--- config.mk ---
export PLATFORM = sky130hd
export DESIGN_NAME = text_cursor_controller_flat
export DESIGN_NICKNAME = d
export VERILOG_FILES = /design/src/rtl/text_cursor_controller_if.sv /design/src/rtl/text_cursor_controller.sv /design/src/flat_wrapper.sv
export SDC_FILE = /design/constraint.sdc
export NUM_CORES = 1
export LEC_CHECK = 0
export CAP_MARGIN = 40
export CORE_UTILIZATION = 52
export DETAILED_ROUTE_END_ITERATION = 8
export GPL_TIMING_DRIVEN = 0
export PLACE_DENSITY_LB_ADDON = 0.2
export SYNTH_ARGS = -nofsm -noshare
export SYNTH_HDL_FRONTEND = slang
export SYNTH_SLANG_ARGS = --single-unit
--- constraint.sdc ---
create_clock -name clock -period 3 [get_ports clock]
set_input_delay 0.6 -clock clock [delete_from_list [all_inputs] [get_ports clock]]
set_output_delay 0.6 -clock clock [all_outputs]
set_load 0.02 [all_outputs]
--- src/rtl/text_cursor_controller_if.sv ---
// Handshake and plane-write bundle for text_cursor_controller.
//   char_valid/char_data/char_ready : byte stream from the text source
//   clear_req                       : level request for a full-plane clear
//   plane_data/row/col/we/push_up   : character plane write port
//   cursor_row/cursor_col/busy      : controller status
// master = text source / plane side, slave = controller.
interface text_cursor_controller_if #(
  parameter int ROW_BIT_LEN = 4,
  parameter int COL_BIT_LEN = 6,
  parameter int DATA_SIZE   = 8
);
  logic                   char_valid;
  logic [DATA_SIZE-1:0]   char_data;
  logic                   char_ready;
  logic                   clear_req;
  logic [DATA_SIZE-1:0]   plane_data;
  logic [ROW_BIT_LEN-1:0] plane_row;
  logic [COL_BIT_LEN-1:0] plane_col;
  logic                   plane_we;
  logic                   plane_push_up;
  logic [ROW_BIT_LEN-1:0] cursor_row;
  logic [COL_BIT_LEN-1:0] cursor_col;
  logic                   busy;

  modport master (
    output char_valid, char_data, clear_req,
    input  char_ready, plane_data, plane_row, plane_col, plane_we,
           plane_push_up, cursor_row, cursor_col, busy
  );

  modport slave (
    input  char_valid, char_data, clear_req,
    output char_ready, plane_data, plane_row, plane_col, plane_we,
           plane_push_up, cursor_row, cursor_col, busy
  );
endinterface

--- src/rtl/text_cursor_controller.sv ---
// Cursor/sequencing controller for the 15x40 character plane.
// Accepts character codes, writes printables at the cursor, handles CR, LF
// and backspace, scrolls at the bottom line (push_up + wipe of row 14) and
// clears the whole plane on request.
// Ports:
//   clock   : system clock, rising edge
//   reset_n : asynchronous active-low reset
//   bus     : text_cursor_controller_if.slave (stream in, plane write out)
module text_cursor_controller #(
  parameter int ROW_NUMBER  = 15,
  parameter int COL_NUMBER  = 40,
  parameter int ROW_BIT_LEN = 4,
  parameter int COL_BIT_LEN = 6,
  parameter int DATA_SIZE   = 8
) (
  input  logic                     clock,
  input  logic                     reset_n,
  text_cursor_controller_if.slave  bus
);

  localparam logic [ROW_BIT_LEN-1:0] LAST_ROW = ROW_BIT_LEN'(ROW_NUMBER - 1);
  localparam logic [COL_BIT_LEN-1:0] LAST_COL = COL_BIT_LEN'(COL_NUMBER - 1);
  localparam logic [ROW_BIT_LEN-1:0] ROW_ONE  = ROW_BIT_LEN'(1);
  localparam logic [COL_BIT_LEN-1:0] COL_ONE  = COL_BIT_LEN'(1);
  localparam logic [DATA_SIZE-1:0]   CH_NUL   = '0;
  localparam logic [DATA_SIZE-1:0]   CH_BS    = DATA_SIZE'(8'h08);
  localparam logic [DATA_SIZE-1:0]   CH_LF    = DATA_SIZE'(8'h0A);
  localparam logic [DATA_SIZE-1:0]   CH_CR    = DATA_SIZE'(8'h0D);

  typedef enum logic [2:0] {S_IDLE, S_WRITE, S_SCROLL, S_WIPE, S_CLEAR} state_t;

  state_t                 r_state, w_state_nxt;
  logic [ROW_BIT_LEN-1:0] r_cur_row, w_row_nxt;
  logic [COL_BIT_LEN-1:0] r_cur_col, w_col_nxt;
  logic                   r_adv, w_adv_nxt;
  logic [DATA_SIZE-1:0]   r_plane_data, w_pl_data;
  logic [ROW_BIT_LEN-1:0] r_plane_row, w_pl_row;
  logic [COL_BIT_LEN-1:0] r_plane_col, w_pl_col;
  logic                   r_we, w_we;
  logic                   r_push, w_push;
  logic                   r_busy;

  // State and cursor register
  always_ff @(posedge clock or negedge reset_n) begin
    if (!reset_n) begin
      r_state   <= S_IDLE;
      r_cur_row <= '0;
      r_cur_col <= '0;
      r_adv     <= 1'b0;
    end else begin
      r_state   <= w_state_nxt;
      r_cur_row <= w_row_nxt;
      r_cur_col <= w_col_nxt;
      r_adv     <= w_adv_nxt;
    end
  end

  // Next state and cursor
  always_comb begin
    w_state_nxt = r_state;
    w_row_nxt   = r_cur_row;
    w_col_nxt   = r_cur_col;
    w_adv_nxt   = r_adv;
    case (r_state)
      S_IDLE: begin
        if (bus.clear_req) begin
          w_state_nxt = S_CLEAR;
        end else if (bus.char_valid) begin
          case (bus.char_data)
            CH_NUL: ;
            CH_CR:  w_col_nxt = '0;
            CH_LF: begin
              w_col_nxt = '0;
              if (r_cur_row != LAST_ROW) w_row_nxt = r_cur_row + ROW_ONE;
              else                       w_state_nxt = S_SCROLL;
            end
            CH_BS: begin
              // Backspace moves the cursor now and writes a blank there;
              // the write must not advance it again.
              if (r_cur_col != '0) begin
                w_col_nxt   = r_cur_col - COL_ONE;
                w_adv_nxt   = 1'b0;
                w_state_nxt = S_WRITE;
              end
            end
            default: begin
              w_adv_nxt   = 1'b1;
              w_state_nxt = S_WRITE;
            end
          endcase
        end
      end
      S_WRITE: begin
        w_state_nxt = S_IDLE;
        if (r_adv) begin
          if (r_cur_col != LAST_COL) begin
            w_col_nxt = r_cur_col + COL_ONE;
          end else begin
            w_col_nxt = '0;
            if (r_cur_row != LAST_ROW) w_row_nxt = r_cur_row + ROW_ONE;
            else                       w_state_nxt = S_SCROLL;
          end
        end
      end
      S_SCROLL: w_state_nxt = S_WIPE;
      S_WIPE:   if (r_plane_col == LAST_COL) w_state_nxt = S_IDLE;
      S_CLEAR: begin
        if (r_plane_row == LAST_ROW && r_plane_col == LAST_COL) begin
          w_state_nxt = S_IDLE;
          w_row_nxt   = '0;
          w_col_nxt   = '0;
        end
      end
      default: w_state_nxt = S_IDLE;
    endcase
  end

  // Output decode from the upcoming state; the plane address registers
  // double as the wipe/clear sweep counters.
  always_comb begin
    w_we      = 1'b0;
    w_push    = 1'b0;
    w_pl_row  = r_plane_row;
    w_pl_col  = r_plane_col;
    w_pl_data = r_plane_data;
    case (w_state_nxt)
      S_WRITE: begin
        // WRITE is only entered from IDLE: printable keeps the cursor
        // column, backspace uses the already-decremented one.
        w_we      = 1'b1;
        w_pl_row  = r_cur_row;
        w_pl_col  = w_col_nxt;
        w_pl_data = (bus.char_data == CH_BS) ? '0 : bus.char_data;
      end
      S_SCROLL: w_push = 1'b1;
      S_WIPE: begin
        w_we      = 1'b1;
        w_pl_row  = LAST_ROW;
        w_pl_data = '0;
        w_pl_col  = (r_state == S_WIPE) ? r_plane_col + COL_ONE : '0;
      end
      S_CLEAR: begin
        w_we      = 1'b1;
        w_pl_data = '0;
        if (r_state != S_CLEAR) begin
          w_pl_row = '0;
          w_pl_col = '0;
        end else if (r_plane_col == LAST_COL) begin
          w_pl_row = r_plane_row + ROW_ONE;
          w_pl_col = '0;
        end else begin
          w_pl_col = r_plane_col + COL_ONE;
        end
      end
      default: ;
    endcase
  end

  always_ff @(posedge clock or negedge reset_n) begin
    if (!reset_n) begin
      r_we         <= 1'b0;
      r_push       <= 1'b0;
      r_busy       <= 1'b0;
      r_plane_row  <= '0;
      r_plane_col  <= '0;
      r_plane_data <= '0;
    end else begin
      r_we         <= w_we;
      r_push       <= w_push;
      r_busy       <= (w_state_nxt != S_IDLE);
      r_plane_row  <= w_pl_row;
      r_plane_col  <= w_pl_col;
      r_plane_data <= w_pl_data;
    end
  end

  // Ready is decoded from the state register; clear_req masks it so a
  // pending clear always wins over a presented code.
  assign bus.char_ready    = (r_state == S_IDLE) && !bus.clear_req;
  assign bus.plane_data    = r_plane_data;
  assign bus.plane_row     = r_plane_row;
  assign bus.plane_col     = r_plane_col;
  assign bus.plane_we      = r_we;
  assign bus.plane_push_up = r_push;
  assign bus.cursor_row    = r_cur_row;
  assign bus.cursor_col    = r_cur_col;
  assign bus.busy          = r_busy;

endmodule
--- src/flat_wrapper.sv ---
// flat-port wrapper written by rule: the top's interface ports become plain ports
module text_cursor_controller_flat 
#(
  parameter int ROW_NUMBER  = 15,
  parameter int COL_NUMBER  = 40,
  parameter int ROW_BIT_LEN = 4,
  parameter int COL_BIT_LEN = 6,
  parameter int DATA_SIZE   = 8
)
  (clock, reset_n, bus_char_valid, bus_char_data, bus_clear_req, bus_char_ready, bus_plane_data, bus_plane_row, bus_plane_col, bus_plane_we, bus_plane_push_up, bus_cursor_row, bus_cursor_col, bus_busy);
  text_cursor_controller_if #(.ROW_BIT_LEN(ROW_BIT_LEN), .COL_BIT_LEN(COL_BIT_LEN), .DATA_SIZE(DATA_SIZE)) bus_i ();
  input  logic clock;
  input  logic reset_n;
  input wire logic [$bits(bus_i.char_valid)-1:0] bus_char_valid;
  input wire logic [$bits(bus_i.char_data)-1:0] bus_char_data;
  input wire logic [$bits(bus_i.clear_req)-1:0] bus_clear_req;
  output wire logic [$bits(bus_i.char_ready)-1:0] bus_char_ready;
  output wire logic [$bits(bus_i.plane_data)-1:0] bus_plane_data;
  output wire logic [$bits(bus_i.plane_row)-1:0] bus_plane_row;
  output wire logic [$bits(bus_i.plane_col)-1:0] bus_plane_col;
  output wire logic [$bits(bus_i.plane_we)-1:0] bus_plane_we;
  output wire logic [$bits(bus_i.plane_push_up)-1:0] bus_plane_push_up;
  output wire logic [$bits(bus_i.cursor_row)-1:0] bus_cursor_row;
  output wire logic [$bits(bus_i.cursor_col)-1:0] bus_cursor_col;
  output wire logic [$bits(bus_i.busy)-1:0] bus_busy;
  assign bus_i.char_valid = bus_char_valid;
  assign bus_i.char_data = bus_char_data;
  assign bus_i.clear_req = bus_clear_req;
  assign bus_char_ready = bus_i.char_ready;
  assign bus_plane_data = bus_i.plane_data;
  assign bus_plane_row = bus_i.plane_row;
  assign bus_plane_col = bus_i.plane_col;
  assign bus_plane_we = bus_i.plane_we;
  assign bus_plane_push_up = bus_i.plane_push_up;
  assign bus_cursor_row = bus_i.cursor_row;
  assign bus_cursor_col = bus_i.cursor_col;
  assign bus_busy = bus_i.busy;
  text_cursor_controller #(.ROW_NUMBER(ROW_NUMBER), .COL_NUMBER(COL_NUMBER), .ROW_BIT_LEN(ROW_BIT_LEN), .COL_BIT_LEN(COL_BIT_LEN), .DATA_SIZE(DATA_SIZE)) u_core (.clock(clock), .reset_n(reset_n), .bus(bus_i));
endmodule
==> summary.txt <==
Outcome
  • Outcome: complete, no violations

Die
  • Die Span Y: 67.7 um
  • Die W: 67.7 um
  • Die Area: 0.00459 mm2
  • I/O Pins: 44
  • Initial Util: 55.0%
  • Core ar.: 0.00409 mm2
  • Row Count: 23

Timing
  • Final period util: 95.9%
  • Max-slew headroom: 31.9%
  • Tmin final: 2880 ps
  • RSZ-0062 raised after global routing: false
  • # setup viols final: 0
  • Least-Margin Pin Slew: 1020 ps
  • Clock skew: 12.0 ps
  • Max Fclk: 0.348 GHz
  • Final hold vios: 0
  • Slew Viols, Final: 0

Setup path
  • Arrival time worst endpoint: 3050 ps
  • CP Launch Type: primary input
  • Crit. End Element: flop
  • CP required: 3180 ps
  • Critical Path Fanout Max: 4
  • Reg-to-reg slack, setup: 300 ps
  • Setup Crit Path Kind: primary input to flop

Power and ir drop
  • Total Power: 2.54 mW
  • PwrDens: 886 mW/mm2
  • LEAKAGE: 1.23 nW
  • Worst IR drop on VDD: 0.000631 V

Clocking
  • # hold bufs at CTS: 0
  • Clock latency on the worst-skew pair: 300 ps
  • Total CTS buffers: 5
  • Resize count post-CTS: 0
  • Clock sinks: 35
  • Clk pin slew, worst setup/hold paths: 80 ps
  • Setup repair bufs after CTS: 0
  • Clock Path Buffers: 2
  • CTS tree: built
  • Root Driver: clkbuf_8
  • H-tree Lvls: 2

Global route
  • Total Routing Usage GR: 28.4%
  • First-pass GRT wire length: 9490 um
  • Total congestion overflow: 0
  • Largest net degree at the start of global routing: 36
  • Number of global-route vias before repair: 1,928
  • Antenna violations before repair: 0

Yosys
  • Yosys cell types: 59
  • Post-Syn Instances: 248
  • Synth async-reset ratio: 100%
  • Number of synthesized flops with an enable pin: 0
  • Synth Area per Inst: 9.06 um2
  • Dominant cells by area after synthesis: dfrtp_1 39%, ha_1 4.5%, nand2_1 3.7%, nor2_1 3.3%, a22o_1 2.7%
  • Top cell type's share of synthesized area: 39.0%
  • Ys flop type: dfrtp_1
  • Register area share after synthesis: 39.0%
  • Synthesized Nets: 268
  • YS warnings: 0
  • Number of synthesized register bits: 35
  • Cell taking the most area after synthesis: dfrtp_1
  • Mapped cell area: 0.00225 mm2

Layout
  • Final #Nets: 318
  • Most common cell after layout, fill and taps aside: clkdlybuf4s50_1
  • Most frequent cells in the layout: 42 x clkdlybuf4s50_1, 35 x dfrtp_1, 22 x nand2_1
  • Layout cells sized above 1: 10.4%
  • Fin area: 0.00287 mm2
  • Synth-to-layout area growth: 27.8%
  • Filler Cells Inserted: 321
  • ANT cells: 0
  • Final cell count without fillers: 349

Run
  • Max_cap viols: 0

Placement
  • I/O Buffers: 43
  • Area post-placement: 0.00273 mm2
  • Dpl cells: 341
  • DP HPWL: 4220 um
  • GP Congestion: 0.939

Routing
  • Routed len/inst: 16.6 um
  • Routed WL: 5790 um
  • Post-DRT Antenna Nets: 0
  • Vias post-DR: 2,115
  • 1st-iter DRT viols: 231
  • DRC violations left: 0
  • Vias/cell: 6.06
  • TritonRoute pass-1 iters: 5

Worst hold path
  • Worst min path class: primary input to async pin
-- metrics by stage --
stage	utilization, %	setup slack (ps)	TNS [ps]	hold WS, ps
final	70.2	123	0	374
after global routing	70.2	11.5	0	455
after CTS	70.2	144	0	410
after detailed placement	66.9	-84.6	-381	492
after global placement	67.0	-116	-469	485
after floorplan	-	599	0	304
-- cells by family after synthesis --
kind of cell / count (synthesis) / synth area share [%]
simple gates: 98 / 24.7
compound gates: 77 / 25.5
flops: 35 / 39.0
buf+inv: 26 / 4.62
fa+ha+maj: 8 / 4.46
xor+xnor: 2 / 0.780
mux: 2 / 0.891
-- worst paths after layout --
| check | from | to | depth (start not counted) |
|---|---|---|---|
| min | reset_n | u_core.bus.cursor_col[3] | 1 |
| max in group asynchronous | reset_n | u_core.bus.plane_data[4] | 1 |
| min in group clock | u_core.bus.plane_data[0] | u_core.bus.plane_data[0] | 1 |
| max reg2reg | u_core.bus.plane_col[0] | u_core.bus.plane_col[3] | 8 |
| max | bus_char_data[5] | u_core.bus.plane_col[3] | 7 |
| min reg2reg | u_core.bus.plane_data[0] | u_core.bus.plane_data[0] | 1 |
-- cell type report --
| type | count | area [um2] | area share, % |
|---|---|---|---|
| Clock inverter | 3 | 67.6 | 2.35 |
| Clock buffer | 5 | 68.8 | 2.40 |
| Timing Repair Buffer | 43 | 425 | 14.8 |
| Tap cell | 50 | 62.6 | 2.18 |
| Inverter | 17 | 63.8 | 2.22 |
| Buffer | 9 | 40.0 | 1.39 |
| Sequential cell | 35 | 876 | 30.5 |
| Multi-Input combinational cell | 187 | 1270 | 44.1 |
-- state kept, by name, summed over array words and instances, names as in the netlist, 3 cells and up --
signal / cells
u_core.bus.plane_data: 8
u_core.bus.cursor_col: 6
u_core.bus.plane_col: 6
u_core.bus.cursor_row: 4
u_core.bus.plane_row: 4
u_core.r_state: 3
-- power by group --
group | internal, mW | leakage [nW] | switching [mW]
Combinational | 0.548 | 0.708 | 0.739
Sequential | 0.599 | 0.453 | 0.138
Clock | 0.332 | 0.0644 | 0.187
-- layer usage --
layer	GRT usage [%]	up-vias	part of all wire (%)
met5	0	-	0
met4	8.24	0	1.0
met3	6.42	6	7.9
met2	41.7	77	44
met1	41.2	1009	47
li1	-	1023	-
-- synthesized netlist by cell type (all sizes together) (4+ instances only) --
library cell	instances
a221o	4
a211oi	5
nor3	9
nand3	10
or2	5
o31ai	4
nor3b	7
a22o	7
a31oi	4
dfrtp	35
o21ai	17
inv	17
a21oi	9
nand2	22
ha	8
nand2b	5
clkbuf	4
buf	5
nor2	21
a21o	4
-- worst max-delay path: stages --
cell and delay (ps):
clkdlybuf4s50_1 450, or4_4 600, a2111oi_2 430, o21ai_1 150, a211oi_1 310, nor2_1 130
a221o_1 370
Power figures use the tool's default switching activity.
